--- src/rtl/hazard_controller_pkg.sv ---
// Shared pipeline-control types: sequencing FSM states and the register-index width.
package hazard_controller_pkg;

  localparam int REG_W = 5;

  typedef enum logic {
    RUN   = 1'b0,
    STALL = 1'b1
  } hazard_state_t;

endpackage

--- src/rtl/hazard_perf_counter.sv ---
// Single saturating event counter; holds at all-ones instead of wrapping.
module hazard_perf_counter #(
  parameter int CNT_W = 32
) (
  input  logic             clk,
  input  logic             rst,
  input  logic             inc,
  output logic [CNT_W-1:0] count
);

  always_ff @(posedge clk or negedge rst) begin
    if (!rst) begin
      count <= '0;
    end else if (inc && (count != {CNT_W{1'b1}})) begin
      count <= count + CNT_W'(1);
    end
  end

endmodule

--- src/rtl/hazard_controller.sv ---
// Pipeline sequencing controller: memory-miss freeze, branch redirect flush, load-use bubble.
// Optional perf counters enabled by defining HAZARD_PERF_CNT_EN.
module hazard_controller #(
  parameter int REG_W = hazard_controller_pkg::REG_W,
  parameter int CNT_W = 32
) (
  input  logic             clk,
  input  logic             rst,
  input  logic [REG_W-1:0] ifid_rs1,
  input  logic [REG_W-1:0] ifid_rs2,
  input  logic             ifid_uses_rs1,
  input  logic             ifid_uses_rs2,
  input  logic [REG_W-1:0] idex_rd,
  input  logic             idex_mem_read,
  input  logic             icache_read,
  input  logic             icache_resp,
  input  logic             dcache_req,
  input  logic             dcache_resp,
  input  logic             br_taken,
  output logic             pc_load,
  output logic             ifid_load,
  output logic             idex_load,
  output logic             exmem_load,
  output logic             memwb_load,
  output logic             ifid_flush,
  output logic             idex_flush,
  output logic [CNT_W-1:0] stall_cycles,
  output logic [CNT_W-1:0] lu_bubbles,
  output logic [CNT_W-1:0] flushes
);
  import hazard_controller_pkg::*;

  hazard_state_t state_q, state_d;
  logic          i_done_q, i_done_d;
  logic          d_done_q, d_done_d;
  logic          imiss, dmiss, mem_stall, load_use;

  // A cache that already answered during this stall episode no longer counts as missing.
  assign imiss     = icache_read & ~icache_resp & ~i_done_q;
  assign dmiss     = dcache_req  & ~dcache_resp & ~d_done_q;
  assign mem_stall = imiss | dmiss;

  assign load_use = idex_mem_read && (idex_rd != '0) &&
                    ((ifid_uses_rs1 && (ifid_rs1 == idex_rd)) ||
                     (ifid_uses_rs2 && (ifid_rs2 == idex_rd)));

  always_ff @(posedge clk or negedge rst) begin
    if (!rst) begin
      state_q  <= RUN;
      i_done_q <= 1'b0;
      d_done_q <= 1'b0;
    end else begin
      state_q  <= state_d;
      i_done_q <= i_done_d;
      d_done_q <= d_done_d;
    end
  end

  always_comb begin
    state_d    = state_q;
    i_done_d   = i_done_q;
    d_done_d   = d_done_q;
    pc_load    = 1'b0;
    ifid_load  = 1'b0;
    idex_load  = 1'b0;
    exmem_load = 1'b0;
    memwb_load = 1'b0;
    ifid_flush = 1'b0;
    idex_flush = 1'b0;

    case (state_q)
      RUN:     if (mem_stall)  state_d = STALL;
      STALL:   if (!mem_stall) state_d = RUN;
      default: state_d = RUN;
    endcase

    // Remember a completion that arrived while the other cache still holds the pipe.
    if ((state_q == STALL) && !mem_stall) begin
      i_done_d = 1'b0;
      d_done_d = 1'b0;
    end else if ((state_q == STALL) || mem_stall) begin
      if (icache_resp && dmiss) i_done_d = 1'b1;
      if (dcache_resp && imiss) d_done_d = 1'b1;
    end

    // Outputs are forced low while reset is held; a memory stall freezes everything.
    if (rst && !mem_stall) begin
      idex_load  = 1'b1;
      exmem_load = 1'b1;
      memwb_load = 1'b1;
      if (br_taken) begin
        pc_load    = 1'b1;
        ifid_load  = 1'b1;
        ifid_flush = 1'b1;
        idex_flush = 1'b1;
      end else if (load_use) begin
        idex_flush = 1'b1;
      end else begin
        pc_load    = 1'b1;
        ifid_load  = 1'b1;
      end
    end
  end

`ifdef HAZARD_PERF_CNT_EN
  logic lu_evt, flush_evt;

  assign lu_evt    = load_use & ~mem_stall & ~br_taken;
  assign flush_evt = br_taken & ~mem_stall;

  hazard_perf_counter #(.CNT_W(CNT_W)) u_stall_cnt (
    .clk   (clk),
    .rst   (rst),
    .inc   (mem_stall),
    .count (stall_cycles)
  );

  hazard_perf_counter #(.CNT_W(CNT_W)) u_lu_cnt (
    .clk   (clk),
    .rst   (rst),
    .inc   (lu_evt),
    .count (lu_bubbles)
  );

  hazard_perf_counter #(.CNT_W(CNT_W)) u_flush_cnt (
    .clk   (clk),
    .rst   (rst),
    .inc   (flush_evt),
    .count (flushes)
  );
`else
  assign stall_cycles = '0;
  assign lu_bubbles   = '0;
  assign flushes      = '0;
`endif

endmodule

--- config.mk ---
export PLATFORM = sky130hd
export DESIGN_NAME = hazard_controller
export DESIGN_NICKNAME = d
export VERILOG_FILES = /design/src/rtl/hazard_controller_pkg.sv /design/src/rtl/hazard_perf_counter.sv /design/src/rtl/hazard_controller.sv
export SDC_FILE = /design/constraint.sdc
export NUM_CORES = 1
export LEC_CHECK = 0
export BUFFER_PORTS_ARGS = -buffer_cell sky130_fd_sc_hd__clkbuf_2
export CELL_PAD_IN_SITES_DETAIL_PLACEMENT = 0
export CELL_PAD_IN_SITES_GLOBAL_PLACEMENT = 1
export CORE_UTILIZATION = 22
export CTS_CLUSTER_SIZE = 30
export DETAILED_ROUTE_END_ITERATION = 16
export PLACE_DENSITY = 0.92
export SYNTH_ARGS = -nofsm -noshare
export SYNTH_HDL_FRONTEND = slang
export SYNTH_HIERARCHICAL = 1
export SYNTH_SLANG_ARGS = --single-unit
--- constraint.sdc ---
create_clock -name clk -period 4.85 [get_ports clk]
set_input_delay 0.97 -clock clk [delete_from_list [all_inputs] [get_ports clk]]
set_output_delay 0.97 -clock clk [all_outputs]
set_load 0.01 [all_outputs]
==> key figures <==
Run status
  – Status: complete, but fails checks
  – Failing checks: DRC

CTS
  – Quantity of hold-fixing buffers added after cts: 0
  – Setup Buffers After CTS: 0
  – TritonCTS clock tree: done
  – Worst skew pair latency: 0.21 ns
  – Clock sinks: 3
  – Post-CTS sizing: 0
  – Root Buffer: clkbuf_8
  – TritonCTS buffer count: 3
  – Worst-path clk slew: 0.03 ns
  – Bufs on Longest Clock Path: 2
  – H-tree Lvls: 1

Logic synthesis
  – Main area contributors after synthesis: buf_4 (71%), dfrtp_1 (7.2%), xor2_1 (6.7%)
  – Largest area contributor in the netlist: buf_4
  – Register area share after synthesis: 7.20%
  – Syn Area/Cell: 7.84 um2
  – Synth top area share: 71.3%
  – Warnings from Yosys: 6
  – Cells after Synth: 133
  – Synthesized area: 0.00104 mm2
  – Synth unique cells: 20
  – Synth Register Bits: 3

Placed design
  – Port Buffer Count: 31
  – Gpl congestion: 0.627
  – Dpl cell area: 876 um2
  – DP HPWL: 1.18 mm

Floorplanning
  – FP Rows: 24
  – Die Y: 70.8 um
  – Die area: 0.00502 mm2
  – Area of the core: 0.00444 mm2
  – Die width: 70.8 um
  – Starting density of the core: 23.5%
  – Io pins: 128

Power and ir drop
  – Power share of the combinational group: 43.4%
  – Sequential power share: 19.8%
  – Sw Share: 41.0%
  – Total Power: 0.195 mW
  – Leakage: 0.584 nW
  – Power Dens Cells: 212 mW/mm2
  – Clock Power Share: 36.8%
  – Peak VDD IR: 0.118 mV
  – Net Sw Power: 0.0801 mW
  – Pint: 0.115 mW

Timing
  – Final setup viols: 0
  – Hold Slack: 0.465 ns
  – Final Max Slew Viols: 0
  – Setup TNS: 0 ns
  – Final Hold Viols: 0
  – Layout Skew: 0.000594 ns
  – Fin crit share: 64.0%
  – Maximum clock frequency: 322 MHz
  – Tmin final: 3.11 ns
  – RSZ-0062 raised after global routing: no

Detailed routing
  – Drt via density: 2.84
  – Antenna Nets Post-Route: 0
  – Initial DRC Count: 34
  – Routed wire per std cell: 5.92 um
  – DR pass1 iterations: 13
  – Vias: 614
  – DRC: 2
  – Final WL: 1.28 mm

Layout
  – # diodes: 0
  – Fin nets: 190
  – Design area: 921 um2
  – Utilization after layout: 20.7%
  – Area added between synthesis and finish: -11.6%
  – Layout cells sized above 1: 22.0%
  – Fill count: 509

Hold path
  – Worst Hold End: d_done_q
  – Hold Startpoint: state_q
  – Hold Path Class: reg2reg
  – Hold Path Stages: 1

Worst setup path
  – Worst stage delay on the critical path: 0.42 ns
  – CP max FO: 6
  – Slowest cell on crit path: or3b_1
  – RR Startpoint: d_done_q
  – R2R cell count: 2
  – Worst EP required: 3.88 ns
  – Crit path arrival time: 2.14 ns
  – Worst setup EP type: primary output
  – Most used cell, CP: clkbuf_2
  – Cell-by-cell listing of the critical path: clkbuf_2, or3b_1, and3_4, and2_4, o21bai_1, clkbuf_2
  – Crit path max-delay family: simple AND/OR/NAND/NOR gates
  – Worst reg2reg setup slack: 3.84 ns
  – WP buf/inv: 2
  – Critical path class: in2out
  – Worst R2R End: i_done_q
  – Startpoint Class: input port

Global route
  – Wire length of the first global-routing pass: 1.48 mm
  – GR met1 Demand/Resource: 2.92%
  – Met2 Usage GRT: 8.12%
  – Vias in the first global route: 398
  – Gr busiest metal: met2
  – Initial antenna violation count: 0
  – GRT met3 Usage: 1.28%
  – Largest net degree at the start of global routing: 7
  – Grt total ovfl: 0
  – GRT Total Usage: 3.91%

Run
  – Maxcap violations: 0
[state kept, by name (all words and copies together) (netlist names)]
name / cells
state_q: 1
d_done_q: 1
i_done_q: 1
[stage by stage]
| stage | setup slack [ns] | instances |
|---|---|---|
| 2_1_floorplan | 1.89 | 228 |
| 3_5_place_dp | 1.74 | 212 |
| 4_1_cts | 1.73 | 216 |
| 5_1_grt | 1.68 | 216 |
| 3_3_place_gp | 1.74 | 212 |
| 6_report | 1.74 | 216 |
[synthesized netlist by cell type]
cell / n
o211ai_1: 1
inv_1: 2
nor4_1: 2
and3_4: 1
xnor2_1: 2
and2_4: 1
buf_4: 99
o31a_1: 1
nor2_1: 2
or4_1: 1
or3b_1: 2
dfrtp_1: 3
xor2_1: 8
o21bai_1: 1
and2_0: 1
o22ai_1: 2
a32oi_1: 1
nand2_1: 1
conb_1: 1
o21ai_0: 1
[layout by cell type, fill, tap and decap left out, drive strengths merged]
master / instances
xnor2: 2
conb: 96
dfrtp: 3
nand2: 1
o21bai: 1
o31a: 1
inv: 2
o22ai: 2
o21ai: 1
and2: 2
xor2: 8
or3b: 2
clkbuf: 35
and3: 1
a32oi: 1
nor2: 2
or4: 1
o211ai: 1
nor4: 2
[per-layer routing]
| metal | share of wire [%] | vias to the layer above |
|---|---|---|
| met3 | 14 | 4 |
| met5 | 0 | - |
| li1 | - | 286 |
| met1 | 29 | 248 |
| met2 | 55 | 76 |
| met4 | 1.7 | 0 |
[kinds of logic (layout without fill, tap and decap cells)]
kind of cell           count (synthesis)  after routing  share of synthesized area, %
XOR/XNOR                              10             10                          8.40
AO/OA/AOI/OAI                          7              7                          4.80
other                                  1             96                         0.360
AND/OR/NAND/NOR                       11             11                          7.20
buffers and inverters                101             37                          72.0
flip-flops                             3              3                          7.20
[worst max path at each step]
stage / startpoint / endpoint / slack (ns) / depth (start not counted)
after CTS: icache_resp / idex_flush / 1.73 / 6
after global routing: icache_resp / idex_flush / 1.68 / 6
after global placement: icache_resp / idex_flush / 1.74 / 6
after floorplan: idex_rd[3] / pc_load / 1.89 / 5
after detailed placement: icache_resp / idex_flush / 1.74 / 6
final: icache_resp / idex_flush / 1.74 / 6
[power by group through the flow]
| stage | Sequential (mW) | Clock, mW | Combinational (mW) |
|---|---|---|---|
| final | 0.0386 | 0.0720 | 0.0848 |
| after global routing | 0.0406 | 0.0778 | 0.0953 |
| after CTS | 0.0384 | 0.0743 | 0.0843 |
| after detailed placement | 0.0387 | 0 | 0.0840 |
| after global placement | 0.0384 | 0 | 0.0833 |
| after floorplan | 0.0373 | 0 | 0.123 |
[cell type report]
class | count | area (um2) | area share [%]
Clock buffer | 4 | 45.0 | 4.89
Multi-Input combinational cell | 124 | 573 | 62.2
Timing Repair Buffer | 31 | 155 | 16.8
Sequential cell | 3 | 75.1 | 8.15
Tap cell | 52 | 65.1 | 7.07
Inverter | 2 | 7.51 | 0.815
(Power assumes the default switching activity.)
